`config.mk`:
```
export PLATFORM = sky130hd
export DESIGN_NAME = axi_ar_xbar_rr
export DESIGN_NICKNAME = d
export VERILOG_FILES = /design/src/rtl/axi_ar_xbar_rr.sv
export SDC_FILE = /design/constraint.sdc
export NUM_CORES = 1
export LEC_CHECK = 0
export BUFFER_PORTS_ARGS = -buffer_cell sky130_fd_sc_hd__buf_2
export CORE_UTILIZATION = 45
export CTS_BUF_LIST = sky130_fd_sc_hd__clkbuf_2
export DETAILED_ROUTE_END_ITERATION = 6
export PLACE_DENSITY = 0.83
export SYNTH_ARGS = -nofsm -noshare
export SYNTH_HDL_FRONTEND = slang
export SYNTH_SLANG_ARGS = --single-unit
```
`constraint.sdc`:
```
create_clock -name clk -period 4.3 [get_ports clk]
set_input_delay 0.86 -clock clk [delete_from_list [all_inputs] [get_ports clk]]
set_output_delay 0.86 -clock clk [all_outputs]
set_load 0.01 [all_outputs]
```
`src/rtl/axi_ar_xbar_rr.sv`:
```
// AXI read-address crossbar: round-robin arbitration over NUM_M masters, table-driven
// decode onto NUM_S slaves or a DECERR target, through one registered output slot.
module axi_ar_xbar_rr #(
   parameter int NUM_M  = 3,
   parameter int NUM_S  = 6,
   parameter int ID_W   = 4,
   parameter int TAG_W  = 4,
   parameter int ADDR_W = 32,
   parameter int LEN_W  = 4,
   parameter int SIZE_W = 3,
   parameter logic [NUM_S*ADDR_W-1:0] S_BASE = {
      32'h2000_0000, 32'h1000_0000, 32'h0002_0000,
      32'h0002_0000, 32'h0001_0000, 32'h0000_0000},
   parameter logic [NUM_S*ADDR_W-1:0] S_MASK = {
      32'hF000_0000, 32'hF000_0000, 32'hFFFE_0000,
      32'hFFFF_0000, 32'hFFFF_0000, 32'hFFFF_0000},
   localparam int IDS_W = TAG_W + ID_W
) (
   input  logic                     clk,
   input  logic                     rst,
   input  logic [NUM_M*ID_W-1:0]    ARID_M,
   input  logic [NUM_M*ADDR_W-1:0]  ARADDR_M,
   input  logic [NUM_M*LEN_W-1:0]   ARLEN_M,
   input  logic [NUM_M*SIZE_W-1:0]  ARSIZE_M,
   input  logic [NUM_M*2-1:0]       ARBURST_M,
   input  logic [NUM_M-1:0]         ARVALID_M,
   output logic [NUM_M-1:0]         ARREADY_M,
   output logic [IDS_W-1:0]         ARID_S,
   output logic [ADDR_W-1:0]        ARADDR_S,
   output logic [LEN_W-1:0]         ARLEN_S,
   output logic [SIZE_W-1:0]        ARSIZE_S,
   output logic [1:0]               ARBURST_S,
   output logic [NUM_S-1:0]         ARVALID_S,
   input  logic [NUM_S-1:0]         ARREADY_S,
   output logic                     DEC_VALID,
   input  logic                     DEC_READY
);

   localparam int PTR_W = (NUM_M > 1) ? $clog2(NUM_M) : 1;
   localparam int SEL_W = (NUM_S > 1) ? $clog2(NUM_S) : 1;

   typedef enum logic {EMPTY, FULL} slot_e;

   slot_e              r_state, w_nextState;
   logic [PTR_W-1:0]   r_ptr, w_grant;
   logic [SEL_W-1:0]   r_sel, w_decSel;
   logic               r_miss;
   logic [IDS_W-1:0]   r_id;
   logic [ADDR_W-1:0]  r_addr, w_addr;
   logic [LEN_W-1:0]   r_len;
   logic [SIZE_W-1:0]  r_size;
   logic [1:0]         r_burst;
   logic [TAG_W-1:0]   w_tag;
   logic               w_anyValid, w_hit, w_targetReady, w_drain, w_canAccept, w_accept;

   always_comb begin
      int idx;
      idx        = 0;
      w_grant    = '0;
      w_anyValid = 1'b0;
      for (int k = 0; k < NUM_M; k++) begin
         idx = (int'(r_ptr) + k) % NUM_M;
         if (!w_anyValid && ARVALID_M[idx]) begin
            w_anyValid = 1'b1;
            w_grant    = PTR_W'(idx);
         end
      end
   end

   assign w_addr = ARADDR_M[w_grant*ADDR_W +: ADDR_W];
   assign w_tag  = TAG_W'(1) << w_grant;

   // Scanning downward lets the lowest-index matching window win on overlaps.
   always_comb begin
      w_hit    = 1'b0;
      w_decSel = '0;
      for (int s = NUM_S-1; s >= 0; s--) begin
         if ((w_addr & S_MASK[s*ADDR_W +: ADDR_W]) == S_BASE[s*ADDR_W +: ADDR_W]) begin
            w_hit    = 1'b1;
            w_decSel = SEL_W'(s);
         end
      end
   end

   assign w_targetReady = r_miss ? DEC_READY : ARREADY_S[r_sel];
   assign w_drain       = (r_state == FULL) && w_targetReady;
   assign w_canAccept   = (r_state == EMPTY) || w_drain;
   assign w_accept      = rst && w_canAccept && w_anyValid;

   always_ff @(posedge clk or negedge rst) begin
      if (!rst) r_state <= EMPTY;
      else      r_state <= w_nextState;
   end

   always_comb begin
      w_nextState = r_state;
      if (w_accept)     w_nextState = FULL;
      else if (w_drain) w_nextState = EMPTY;
   end

   always_comb begin
      ARREADY_M = '0;
      ARVALID_S = '0;
      DEC_VALID = 1'b0;
      if (w_accept) ARREADY_M[w_grant] = 1'b1;
      if (r_state == FULL) begin
         if (r_miss) DEC_VALID = 1'b1;
         else        ARVALID_S[r_sel] = 1'b1;
      end
   end

   // Slot payload and pointer only move on an accept, so an idle master keeps its turn.
   always_ff @(posedge clk or negedge rst) begin
      if (!rst) begin
         r_ptr   <= '0;
         r_id    <= '0;
         r_addr  <= '0;
         r_len   <= '0;
         r_size  <= '0;
         r_burst <= '0;
         r_sel   <= '0;
         r_miss  <= 1'b0;
      end else if (w_accept) begin
         r_ptr   <= (int'(w_grant) == NUM_M-1) ? '0 : w_grant + 1'b1;
         r_id    <= {w_tag, ARID_M[w_grant*ID_W +: ID_W]};
         r_addr  <= w_addr;
         r_len   <= ARLEN_M[w_grant*LEN_W +: LEN_W];
         r_size  <= ARSIZE_M[w_grant*SIZE_W +: SIZE_W];
         r_burst <= ARBURST_M[w_grant*2 +: 2];
         r_sel   <= w_decSel;
         r_miss  <= !w_hit;
      end
   end

   assign ARID_S    = r_id;
   assign ARADDR_S  = r_addr;
   assign ARLEN_S   = r_len;
   assign ARSIZE_S  = r_size;
   assign ARBURST_S = r_burst;

endmodule

```
==> run_results.csv <==
group,metric,value,unit
route,first_iter_violations,112,
clock_tree,clkTransAtPathRegs,0.25,ns
timing,period_needed,3.98,ns
synth,synth_top_cell_by_area,"dfrtp_1",
place,portBuffers,205,
timing,skew,0.0156,ns
synth,synth_area_per_cell,8.96,um^2
clock_tree,postCtsHoldBufs,0,
timing,fin_ws,0.323,ns
timing,tightest_slew,0.798,ns
synth,synth_top_area_share,40.2,%
critical_path,crit_path_end_kind,"output pin",
critical_path,cpMaxStageDelayCell,"o311ai_4",
synth,synth_flop_cell,"dfrtp_1",
run_status,status,"complete, no violations",
timing,slew_violations,0,
grt,gr-total-overflow,0,
critical_path,critPathArrivalTime,3.12,ns
clock_tree,cts_tree,"yes",
timing,setup_tns,0,ns
layout,fillers,644,
route,first_pass_iters,5,
layout,regArea,1350,um^2
synth,synth_area,3360,um^2
power,ir_worst_vdd,0.000320,V
synth,ys_types,38,
floorplan,rows,31,
route,routed_wirelength,9370,um
critical_path,cp_cell_sequence,"inv_1 -> ha_1 -> mux2i_1 -> o22ai_2 -> o311ai_4 -> nor3b_1 -> buf_2",
clock_tree,postCtsSetupBuffers,0,
layout,multiInputGateArea,1900,um^2
synth,synth_area_leaders,"dfrtp_1 (40%), mux2i_1 (13%), mux2_2 (7.0%)",
critical_path,crit_fanout,15,
route,vias,3386,
grt,grt_pass1_vias,3123,
clock_tree,cts_buffer_depth,2,
clock_tree,clk_latency,0.43,ns
grt,track_usage,23.3,%
critical_path,worstPathRequired,3.44,ns
layout,final_cell_mix,"buf_2 (205), nand2_1 (58), dfrtp_1 (54), mux2i_1 (44), o21ai_0 (44)",
synth,synth_seq_cells,54,
route,detail-route-antenna-nets,0,
synth,ys_seq_area_share,40.2,%
place,pre_cts_slack,0.548,ns
synth,synth_edf_count,0,
timing,rsz0062_at_grt,"false",
place,place_congestion,0.839,
critical_path,start_kind,"flop",
synth,syn_nets,526,
critical_path,criticalPathCategory,"reg -> out",
grt,grt_pass1_wl,13900,um
floorplan,die-area,7810,um^2
floorplan,core_area,7210,um^2
synth,synthCells,375,
timing,finalHoldViolCount,0,
critical_path,critical_path.top_delay_family,"compound AO/OA/AOI/OAI gates",
worst_hold_path,min_path_type,"reg -> reg",
timing,max_freq,251,MHz
clock_tree,cts_root_buf,"clkbuf_2",
clock_tree,clock_sinks,54,
route,drc,0,
synth,async_reset_ff_share,100,%
route,vias_per_cell,5.05,
grt,antenna_found_initial,0,
synth,yosysWarnings,0,
floorplan,ios,206,
power,power-per-cell-area,705,nW/um^2
grt,grt_start_max_net_pins,55,
clock_tree,cts_resized,0,
power,p_leak,0.00238,uW
clock_tree,htreeDepth,2,
floorplan,die_w,88.4,um
route,wire_per_inst,14.0,um
floorplan,start_util,46.5,%
place,dp_hpwl,7570,um
clock_tree,cts_buffers,5,
critical_path,crit_path_max_incr_delay,0.74,ns
timing,slew_headroom,46.7,%
layout,syn_to_final_growth,35.7,%
layout,diodes,0,
run,cap_violations,0,
timing,fin_crit_sh,92.5,%
layout,layout_commonest_cell,"buf_2",
layout,final_layout_size_suffix_gt1_share,44.1,%
layout,nets,722,
floorplan,die_h,88.4,um
critical_path,crit_buf_inv,2,
timing,setup_viol,0,
-- path summary, 6_finish.rpt --
| check | startpoint | slack (ns) | depth (start not counted) | end |
|---|---|---|---|---|
| max | ARID_S[5] | 0.32 | 7 | ARREADY_M[1] |
| min | ARADDR_S[26] | 0.50 | 2 | ARADDR_S[26] |
| max reg2reg | ARID_S[5] | 0.51 | 10 | r_miss |
| min reg2reg | ARADDR_S[26] | 0.50 | 2 | ARADDR_S[26] |
| max in group asynchronous | rst | 3.27 | 2 | ARADDR_S[27] |
| min in group asynchronous | rst | 0.57 | 2 | ARADDR_S[18] |
-- sequential cells by signal, indices dropped and copies added (netlist names) --
signal	count
ARADDR_S	32
r_state	1
r_sel	3
ARID_S	7
ARBURST_S	2
ARSIZE_S	3
ARLEN_S	4
r_ptr	1
r_miss	1
-- cell usage after synthesis (2+ instances only) --
cell	n
clkbuf_1	12
and3_1	3
a21o_1	5
nor3b_1	6
ha_1	4
nand2_1	58
o21ai_0	44
o211ai_1	3
a21oi_1	32
and2_1	3
nand2b_1	4
mux2_1	3
inv_1	4
buf_4	3
o31ai_1	2
mux2i_1	44
dfrtp_1	54
buf_2	10
nand3b_1	5
nand3_1	2
buf_1	2
mux2_2	21
nor2_1	36
-- metal layers --
| layer | part of all wire, % | global-route usage, % | routed length (um) |
|---|---|---|---|
| met5 | 0 | 0 | 0 |
| met4 | 2.8 | 10.4 | 267 |
| met3 | 7.0 | 3.64 | 658 |
| met2 | 51 | 43.3 | 4790 |
| met1 | 39 | 26.1 | 3660 |
-- per-stage QoR --
stage	hold slack (ns)	util (%)	area, um^2	instances	power, uW
2_1_floorplan	0.507	-	3360	375	2350
3_3_place_gp	0.454	62.3	4500	663	2910
4_1_cts	0.511	63.1	4560	670	3240
5_1_grt	0.545	63.1	4560	670	3480
3_5_place_dp	0.458	62.3	4500	663	2990
6_report	0.503	63.1	4560	670	3210
-- worst register-to-register path, delay by kind of cell (launching register included) --
kind | cells | cell delay, ns
AO/OA/AOI/OAI | 3 | 1.20
multiplexers | 3 | 1.02
AND/OR/NAND/NOR | 2 | 0.58
flip-flops | 1 | 0.48
adder cells (fa/ha/maj) | 1 | 0.34
buffers and inverters | 1 | 0.10
-- area by class of cell --
class                   count  share of cell area [%]
clock buffers               5                   0.549
inverters                   4                   0.330
clock inverters             2                   0.742
repair buffers            216                    24.3
multi-input cells         290                    41.7
well taps                  99                    2.72
flip-flops and latches     54                    29.7
-- power by group --
part,switching [uW],internal [uW],leakage (uW)
clock network,151,93.3,0.0000365
logic,1180,910,0.00167
registers,139,743,0.000674
-- cell families (layout without fill, tap and decap cells) --
| family | Yosys count | after routing | synth area share, % |
|---|---|---|---|
| AOI/OAI and AO/OA | 92 | 92 | 15.5 |
| xor gates and xnor gates | 1 | 1 | 0.261 |
| adders and majority gates | 4 | 4 | 1.49 |
| buffers and inverters | 31 | 227 | 4.17 |
| DFF | 54 | 54 | 40.2 |
| muxes | 69 | 69 | 21.6 |
| and+or+nand+nor | 124 | 124 | 16.7 |
(Power assumes the default switching activity.)
